### src/rtl/mem_port_arbiter.sv
`default_nettype none
// +--------------------------------------------------------------------------+
// | Module   : mem_port_arbiter                                              |
// | Purpose  : Shares one single-ported RAM between instruction fetch (IF)   |
// |            and the Memory stage (MEM). One access at a time: IDLE picks  |
// |            a winner, ACCESS drives the RAM for LATENCY cycles, RESP      |
// |            pulses the winner's valid. Stall lines tell the pipeline to   |
// |            freeze while a request is outstanding.                        |
// | Macro    : MEM_ARB_RR_EN -- defined: round-robin on contention,          |
// |            undefined: fixed priority (MEM beats IF).                     |
// | Ports    : clk, reset (async, active-low)                                |
// |            if_req/if_addr -> if_valid/if_rdata/stall_if                  |
// |            mem_req/mem_we/mem_addr/mem_wdata                             |
// |                           -> mem_valid/mem_rdata/stall_mem               |
// |            ram_en/ram_we/ram_addr/ram_wdata <- ram_rdata                 |
// | Revision : 1.0 - initial release                                         |
// +--------------------------------------------------------------------------+
module mem_port_arbiter #(
  parameter int DATA_W  = 16,
  parameter int ADDR_W  = 16,
  parameter int LATENCY = 2
) (
  input  logic              clk,
  input  logic              reset,
  input  logic              if_req,
  input  logic [ADDR_W-1:0] if_addr,
  output logic              if_valid,
  output logic [DATA_W-1:0] if_rdata,
  output logic              stall_if,
  input  logic              mem_req,
  input  logic              mem_we,
  input  logic [ADDR_W-1:0] mem_addr,
  input  logic [DATA_W-1:0] mem_wdata,
  output logic              mem_valid,
  output logic [DATA_W-1:0] mem_rdata,
  output logic              stall_mem,
  output logic              ram_en,
  output logic              ram_we,
  output logic [ADDR_W-1:0] ram_addr,
  output logic [DATA_W-1:0] ram_wdata,
  input  logic [DATA_W-1:0] ram_rdata
);

  typedef enum logic [1:0] {
    ST_IDLE   = 2'd0,
    ST_ACCESS = 2'd1,
    ST_RESP   = 2'd2
  } state_t;

  localparam logic [3:0] C_CNT_LOAD = 4'(LATENCY - 1);

  state_t              r_state;
  state_t              w_state_nxt;
  logic [3:0]          r_cnt;
  logic                r_winner;      // 1 = MEM owns the current access
  logic                r_we;
  logic [ADDR_W-1:0]   r_addr;
  logic [DATA_W-1:0]   r_wdata;
  logic                r_if_valid;
  logic                r_mem_valid;
  logic [DATA_W-1:0]   r_if_rdata;
  logic [DATA_W-1:0]   r_mem_rdata;
  logic                w_grant;
  logic                w_grant_mem;
  logic                w_done;

`ifdef MEM_ARB_RR_EN
  // Set when MEM took the most recent grant. Resets to 1 so that IF is the
  // preferred requester for the first contention after reset.
  logic r_last_mem;

  assign w_grant_mem = mem_req & (~if_req | ~r_last_mem);

  always_ff @(posedge clk or negedge reset) begin
    if (!reset) begin
      r_last_mem <= 1'b1;
    end else if (w_grant) begin
      r_last_mem <= w_grant_mem;
    end
  end
`else
  assign w_grant_mem = mem_req;
`endif

  always_ff @(posedge clk or negedge reset) begin
    if (!reset) begin
      r_state <= ST_IDLE;
    end else begin
      r_state <= w_state_nxt;
    end
  end

  always_comb begin
    w_state_nxt = r_state;
    w_grant     = 1'b0;
    w_done      = 1'b0;
    case (r_state)
      ST_IDLE: begin
        if (if_req || mem_req) begin
          w_grant     = 1'b1;
          w_state_nxt = ST_ACCESS;
        end
      end
      ST_ACCESS: begin
        if (r_cnt == 4'd0) begin
          w_done      = 1'b1;
          w_state_nxt = ST_RESP;
        end
      end
      ST_RESP: begin
        w_state_nxt = ST_IDLE;
      end
      default: begin
        w_state_nxt = ST_IDLE;
      end
    endcase
  end

  always_ff @(posedge clk or negedge reset) begin
    if (!reset) begin
      r_cnt       <= 4'd0;
      r_winner    <= 1'b0;
      r_we        <= 1'b0;
      r_addr      <= '0;
      r_wdata     <= '0;
      r_if_valid  <= 1'b0;
      r_mem_valid <= 1'b0;
      r_if_rdata  <= '0;
      r_mem_rdata <= '0;
    end else begin
      // Valid is registered so it is high exactly during the RESP cycle.
      r_if_valid  <= w_done & ~r_winner;
      r_mem_valid <= w_done & r_winner;
      if (w_grant) begin
        r_winner <= w_grant_mem;
        r_we     <= w_grant_mem & mem_we;
        r_addr   <= w_grant_mem ? mem_addr : if_addr;
        r_wdata  <= w_grant_mem ? mem_wdata : '0;
        r_cnt    <= C_CNT_LOAD;
      end else if (r_state == ST_ACCESS && r_cnt != 4'd0) begin
        r_cnt <= r_cnt - 4'd1;
      end
      if (w_done && !r_we) begin
        if (r_winner) begin
          r_mem_rdata <= ram_rdata;
        end else begin
          r_if_rdata  <= ram_rdata;
        end
      end
    end
  end

  // RAM controls decode only registered state; the counter still holds its
  // load value in the first ACCESS cycle, which gates the single write strobe.
  assign ram_en    = (r_state == ST_ACCESS);
  assign ram_we    = ram_en & r_we & (r_cnt == C_CNT_LOAD);
  assign ram_addr  = r_addr;
  assign ram_wdata = r_wdata;

  assign if_valid  = r_if_valid;
  assign if_rdata  = r_if_rdata;
  assign mem_valid = r_mem_valid;
  assign mem_rdata = r_mem_rdata;
  assign stall_if  = if_req & ~r_if_valid;
  assign stall_mem = mem_req & ~r_mem_valid;

endmodule
`default_nettype wire
### config.mk
export PLATFORM = sky130hd
export DESIGN_NAME = mem_port_arbiter
export DESIGN_NICKNAME = d
export VERILOG_FILES = /design/src/rtl/mem_port_arbiter.sv
export SDC_FILE = /design/constraint.sdc
export NUM_CORES = 1
export LEC_CHECK = 0
export CAP_MARGIN = 20
export CORE_MARGIN = 3
export CORE_UTILIZATION = 38
export CTS_CLUSTER_DIAMETER = 150
export DETAILED_ROUTE_END_ITERATION = 10
export PLACE_DENSITY = 0.89
export SLEW_MARGIN = 25
export SYNTH_ARGS = -nofsm -noshare
export SYNTH_HDL_FRONTEND = slang
export SYNTH_SLANG_ARGS = --single-unit
export TNS_END_PERCENT = 100
### constraint.sdc
create_clock -name clk -period 2.1 [get_ports clk]
set_clock_uncertainty 0.2 [all_clocks]
set_input_delay 0.42 -clock clk [delete_from_list [all_inputs] [get_ports clk]]
set_output_delay 0.42 -clock clk [all_outputs]
set_load 0.01 [all_outputs]
; Yosys cells after proc, flatten, opt, wreduce, memory -nomap -nowiden
; Cells that the tools add are included.
[totals]
regBits = 74
input_bits = 69
[classes]
bitwise_logic = 10
reduce_logical = 11
mux = 11
add_sub_neg = 1
n_eq_ne = 4
[op_table]
columns = operator, count
row1 = 2-to-1 mux 16 bit, 2
row2 = 2-to-1 mux 4 bit, 2
row3 = AND 1 bit, 7
row4 = AND reduction 2 bit, 3
row5 = equality test 4 x 1 -> 1 bit (second input constant), 1
row6 = logical NOT 4 bit, 1
row7 = 2-to-1 mux 1 bit, 4
row8 = 2-to-1 mux 2 bit, 2
row9 = one-hot mux 2 bit (2 select lines), 1
row10 = nonzero test 4 bit, 1
row11 = subtractor 4 x 1 -> 4 bit (second input constant), 1
row12 = NOT 1 bit, 3
row13 = equality test 2 x 1 -> 1 bit (second input constant), 1
row14 = logical AND 1 bit, 2
row15 = logical NOT 2 bit, 1
row16 = != test 2 x 1 -> 1 bit (second input constant), 1
row17 = != test 2 bit (second input constant), 1
row18 = nonzero test 2 bit, 1
row19 = logical NOT 1 bit, 1
row20 = logical OR 1 bit, 1

; Logic depth before layout (Yosys ltp)
; Gate-level depths: netlist (run 1).
[depth]
depth_word = 5
depth_mapped = 7
ltp_nobuf = 5

; Worst setup path after synthesis (run 1)
; OpenSTA, ideal clock, no wires.
[synth_path]
path_kind = reg-to-reg
startpoint = register r_state[1]
endpoint = register r_mem_rdata[10], in the netlist mem_rdata[10]
path_slack_ns = -0.150
path_stages_with_launch = 7
period_less_slack_ns = 2.250
setup_ns = 0.125
required_ns = 1.775
n_path_buf = 3
arrival_time_ns = 1.924
cell_sequence = dfrtp_1 -> or3b_1 -> buf_2 -> or4_1 -> buf_2 -> buf_6 -> mux2_4
[synth_between]
elab_chain_len = 4
[synth_lines]
columns = element, line_no
row1 = start: declaration, 52  ; state_t r_state;
row2 = start signal: assignment, 89  ; r_state <= w_state_nxt;
row3 = equality test 2 x 1 -> 1 bit, 97  ; case (r_state)
row4 = 2-to-1 mux 1 bit, 97
row5 = logical AND 1 bit, 143  ; if (w_done && !r_we) begin
row6 = AND reduction 2 bit (no line), -
row7 = end signal: assignment, 145  ; r_mem_rdata <= ram_rdata;
row8 = end: declaration, 62  ; logic [DATA_W-1:0] r_mem_rdata;
; Every way passes these cells.
; A chain may end at the register's enable or synchronous reset.

; Worst setup path after layout (run 1)
[layout_path]
startpoint = register r_state[1]
endpoint = register r_mem_rdata[7], in the netlist mem_rdata[7]
; Same word-level chain as after synthesis.

==> results of run 1 <==
==> power breakdown <==
| part | switching [mW] | internal [mW] |
|---|---|---|
| logic | 1.43 | 2.19 |
| registers | 0.415 | 2.11 |
| clock network | 0.526 | 0.551 |
==> cells in the mapped netlist <==
cell / n / area share [%]
nor2b_1: 3 / 0.60
buf_6: 2 / 0.72
a21oi_1: 18 / 2.9
or3b_1: 1 / 0.28
inv_1: 4 / 0.48
and2_1: 1 / 0.20
nor3_1: 4 / 0.64
a21o_1: 1 / 0.24
o21ai_0: 1 / 0.16
mux2_4: 20 / 9.7
clkbuf_1: 11 / 1.3
nand2b_1: 1 / 0.20
buf_2: 3 / 0.48
or2_2: 1 / 0.20
a22o_1: 17 / 4.8
dfrtp_1: 74 / 60
o21a_1: 1 / 0.24
or4_1: 2 / 0.48
mux2_2: 14 / 5.1
buf_1: 2 / 0.24
nor2_1: 3 / 0.36
nand2_1: 3 / 0.36
mux2i_1: 17 / 5.5
and4b_1: 1 / 0.32
a21boi_0: 2 / 0.48
a31oi_1: 16 / 3.2
ha_1: 3 / 1.2
==> sequential cells by signal (all words and copies together), names as in the netlist <==
| signal | cells |
|---|---|
| r_winner | 1 |
| if_valid | 1 |
| ram_wdata | 16 |
| ram_addr | 16 |
| r_cnt | 4 |
| r_state | 2 |
| mem_valid | 1 |
| mem_rdata | 16 |
| r_we | 1 |
| if_rdata | 16 |
==> final timing paths <==
| kind | to | slack (ns) |
|---|---|---|
| max | mem_rdata[7] | -0.11 |
| min | if_rdata[10] | 0.31 |
| max reg2reg | mem_rdata[7] | -0.11 |
| min reg2reg | if_rdata[10] | 0.31 |
| max in group asynchronous | mem_rdata[3] | 0.76 |
| min in group asynchronous | mem_rdata[1] | 0.37 |
==> cells in the final DEF, fill, tap and decap left out, drive strengths merged, types with 2 or more instances in the layout <==
cell type      netlist  routed
a21oi               18      18
nor2                 3       3
clkinvlp             0       2
clkinv               0       3
or4                  2       4
dlygate4sd2          0       3
nor3                 4       4
mux2i               17      17
a31oi               16      16
nor2b                3       3
buf                  7      19
a22o                17      17
clkdlybuf4s50        0     133
a21boi               2       2
inv                  4       4
mux2                34      34
ha                   3       3
clkbuf              11      10
dfrtp               74      74
nand2                3       3
==> worst max-delay path, cell delays in order, from the launching register on <==
cell	delay, ns
dfrtp_1	0.40
or3b_4	0.45
buf_12	0.15
or4_4	0.58
mux2_4	0.33
==> logic make-up after synthesis <==
kind of cell | after synthesis
flip-flops | 74
AND/OR/NAND/NOR | 20
buffers and inverters | 22
AO/OA/AOI/OAI | 56
multiplexers | 51
adder cells (fa/ha/maj) | 3
==> layer usage <==
layer	part of all wire (%)	vias to the layer above	global-route usage [%]	routed length, um
li1	-	1130	-	-
met1	42	1197	22.46	3516
met2	45	130	28.92	3825
met3	11	11	6.429	960
met4	1.5	0	7.126	129
met5	0	-	0	0
==> area by class of cell <==
| cell class | instances | area, um2 | area share, % |
|---|---|---|---|
| clock buffer | 10 | 127.6 | 2.579 |
| clock inverter | 6 | 67.56 | 1.365 |
| inverter | 4 | 15.01 | 0.3034 |
| multi-input combinational | 132 | 1201 | 24.27 |
| sequential | 74 | 1852 | 37.42 |
| tap | 102 | 127.6 | 2.579 |
| timing repair buffer | 156 | 1558 | 31.48 |
==> metrics by stage <==
stage	setup WS (ns)	hold WS (ns)	total power [mW]	instance area [um2]
final	-0.1106	0.3076	7.218	4949
after global routing	-0.1452	0.3172	7.666	4949
after CTS	-0.1413	0.3105	7.262	4945
after detailed placement	-0.1802	0.1990	6.034	4695
after global placement	-0.1524	0.1933	5.897	4695
after floorplan	-0.1442	-0.07559	4.158	3142
==> what timing repair did <==
| action | in CTS | in global routing |
|---|---|---|
| gates resized for setup | 10 | 5 |
| setup endpoints to repair | 36 | 34 |
| endpoints found under the hold margin | 33 | 0 |
| hold buffers | 1 | 0 |
| gates cloned | 2 | 0 |
| setup buffers | 1 | 0 |
| pin swaps | 2 | 5 |
==> results.cfg, run 1 <==
[power_and_ir_drop]
p_leak_nw = 2.199
power.density_nw_per_um2 = 1459
vdd_ir_drop_max_uv = 713.7

[hold_path]
hp-class = register to register
min_from = if_rdata[10]
hold_depth = 1

[routing]
routed_wl_mm = 8.432
routed_via_density = 5.099
drt_iter0_markers = 47
wl_per_cell_um = 17.42
ant_nets = 0
remaining_drc_errors = 0
first_pass_iters = 4
route.vias.total = 2468

[sta]
min_period_ns = 2.211
tns_ns = -1.646
drv_slew = 0
worst_pin_slew_ns = 0.4390
rsz0062_at_grt = true
max_slew_margin_pct = 70.73
layout_setup_ws_ns = -0.1106
post-route-period-util_pct = 105.3
hold_viol = 0
fmax_mhz = 452.4
setup_viol = 33

[critical_path]
endpoint_kind = register
worstPathArrival_ns = 2.24
critPathKind = register to register
worstSetupStartpointType = register
critPathLaunch = r_state[1]
worstReg2RegStart = r_state[1]
worstPathMaxFanout = 8
worst-r2r-cell-count = 4
required_ns = 2.13

[cts]
root_buffer = clkbuf_8
numCtsBuffers = 9
clkLatencyLatePin_ns = 0.34
cts_sinks = 74
cts.clk_slew.worst_paths_ns = 0.08
cts_tree = done
cts.path.max_buffers = 2
cts_htree_levels = 3

[die]
die_w_um = 96.42
design.core.area_um2 = 7848
die_area_um2 = 9297
rows = 32
die_y_um = 96.42
initial_core_util_pct = 39.59
io_pins = 139

[global_route]
grt_max_degree = 42
grt_pass1_wl_mm = 12.66
grt_pass1_vias = 2515
antenna_found_initial = 0
overflow = 0
grt_usage_pct = 18.10

[placed_design]
hpwl_mm = 5.990
io_buffers = 138
gp_congestion = 0.7522
place_inst = 464

[synth]
yosys-mux-area-fraction_pct = 20.22
yosysWarnings = 0
yosys.area_share.adder_pct = 1.208
yosysSeqAreaShare_pct = 59.61
synth-xor-area-share_pct = 0
synthesis.area_um2 = 3107
avgSynthCellArea_um2 = 13.75
synth_compound_area_share_pct = 12.04
yosys.area_share.simple_pct = 3.665
syn_inst = 226
synth_top_family_by_area = multiplexers
synth_fp_nets = 298
ys_types = 27
ys_seq_elements = 74

[layout]
layout.cells.non_filler = 484
drive_gt1_share_pct = 20.94
fillers = 606
fin_nets = 449
area_delta_synth_final_pct = 59.28
final_util_pct = 63.06
diodes = 0

[flow_run]
drv_cap = 0

[run_status]
outcome = finished, violations left
violations = negative setup slack
Note: power is estimated with default switching activity, not from simulation.
==> run 2: changes to the inputs <==
Settings changed: PLACE_DENSITY 0.89 to 0.76.
==> run 2 against run 1 <==
The flow still finishes with violations (negative setup slack). Via count fell by 0.93%. Sequential cell count did not move. Sequential power barely moved. Worst setup slack improved by 0.073 ns. Final cell count did not move. Critical path depth fell by 1. Clock-buffer cell count did not move. Clock power barely moved. Largest power group unchanged. Utilization fell by 0.080 points. Hold slack got worse by 0.0022 ns. First-iteration DRC count rose by 4.3%.
==> results.cfg, run 2 (synthesized netlist as in run 1, its figures left out) <==
[global_route]
grt_pass1_vias = 2429
overflow = 0
grt_usage_pct = 16.62
antenna_found_initial = 0
grt_max_degree = 43
grt_pass1_wl_mm = 11.85

[layout]
layout_common_cells = clkdlybuf4s50_1, dfrtp_1, mux2_4
final_common_cell = clkdlybuf4s50_1
area_delta_synth_final_pct = 59.08
multi_input_area_um2 = 1199
fillers = 628
diodes = 0
layout.cells.non_filler = 484
fin_nets = 450
final_util_pct = 62.98
seq_area_um2 = 1852
drive_gt1_share_pct = 20.68

[run_status]
violations = negative setup slack
outcome = finished, violations left

[power_and_ir_drop]
pwr-share-seq_pct = 35.1
swShare_pct = 32.75
vdd_ir_drop_max_uv = 543.9
p_clk_share_pct = 14.6
combinationalPowerShare_pct = 50.3
p_leak_nw = 2.203
power.density_nw_per_um2 = 1453
power.total_mw = 7.181
p_int_mw = 4.829
power.switching_mw = 2.352

[cts]
cts_htree_levels = 3
clkLatencyLatePin_ns = 0.33
cts.path.max_buffers = 2
cts.clk_slew.worst_paths_ns = 0.08
cts_sinks = 74
root_buffer = clkbuf_8
numCtsBuffers = 9
cts_tree = done

[critical_path]
cp.buffers_inverters = 0
crit_family = simple AND/OR/NAND/NOR gates
worstPathMaxFanout = 8
worstSetupStartpointType = register
endpoint_kind = register
worstPathArrival_ns = 2.15
slowest_stage = or4_4
required_ns = 2.12
critPathKind = register to register
crit_chain = or3b_4 > or4_4 > mux2_4
crit_path_max_incr_delay_ns = 0.65

[sta]
setup_viol = 12
rsz0062_at_grt = true
post-route-period-util_pct = 101.8
max_slew_margin_pct = 70.49
hold_viol = 0
worst_pin_slew_ns = 0.4427
layout_setup_ws_ns = -0.03711
hold_slack_ns = 0.3054
fmax_mhz = 467.9
tns_ns = -0.2851
min_period_ns = 2.137
drv_slew = 0

[die]
rows = 32
die_y_um = 96.42
die_area_um2 = 9297
die_w_um = 96.42
initial_core_util_pct = 39.59
io_pins = 139
design.core.area_um2 = 7848

[hold_path]
hp-class = register to register

[routing]
drt_iter0_markers = 49
ant_nets = 0
wl_per_cell_um = 16.97
routed_wl_mm = 8.214
route.vias.total = 2445
routed_via_density = 5.052
first_pass_iters = 4
remaining_drc_errors = 0

[flow_run]
drv_cap = 0

[placed_design]
place_inst = 463
io_buffers = 138
hpwl_mm = 5.780
gp_congestion = 0.7128
## run 2: path summary, 6_finish.rpt
check	start	end	slack [ns]	cells past startpoint
worst max-delay path	r_state[1]	mem_rdata[9]	-0.04	3
worst min-delay path	if_rdata[9]	if_rdata[9]	0.31	1
worst max register to register	r_state[1]	mem_rdata[9]	-0.04	3
worst min register to register	if_rdata[9]	if_rdata[9]	0.31	1
max in group asynchronous	reset	mem_rdata[10]	0.72	3
min in group asynchronous	reset	if_rdata[10]	0.38	2
## run 2: power groups by stage
stage          Sequential, mW  Clock (mW)  Combinational [mW]
3_5_place_dp             2.53           0                3.52
5_1_grt                  2.61        1.13                3.89
4_1_cts                  2.52        1.08                3.53
6_report                 2.52        1.05                3.61
3_3_place_gp             2.50           0                3.43
2_1_floorplan            2.76           0                1.40
## run 2: per-layer routing
metal	up-vias	global-route usage, %	wire [um]
met3	6	6.662	906
met2	129	26.05	3681
met4	0	4.556	99
met1	1172	21.41	3527
li1	1138	-	-
met5	-	0	0
## run 2: area by class of cell
cell class	instances	area share [%]
clock buffer	10	2.582
clock inverter	5	1.139
inverter	4	0.3038
multi-input combinational	132	24.25
sequential	74	37.47
tap	102	2.582
timing repair buffer	157	31.67
## run 2: stage by stage
stage	worst slack, ns	cell area [um2]
2_1_floorplan	-0.1442	3142
6_report	-0.03711	4942
3_3_place_gp	-0.09299	4700
4_1_cts	-0.05255	4890
3_5_place_dp	-0.1078	4700
5_1_grt	-0.07858	4942
## run 2: repair_timing
action,CTS,global route
cloned,0,2
setup endpoints to repair,36,33
setup buffers,0,3
hold buffers,1,0
hold endpoints to repair,32,0
resized for setup,11,4
pin swaps,1,4
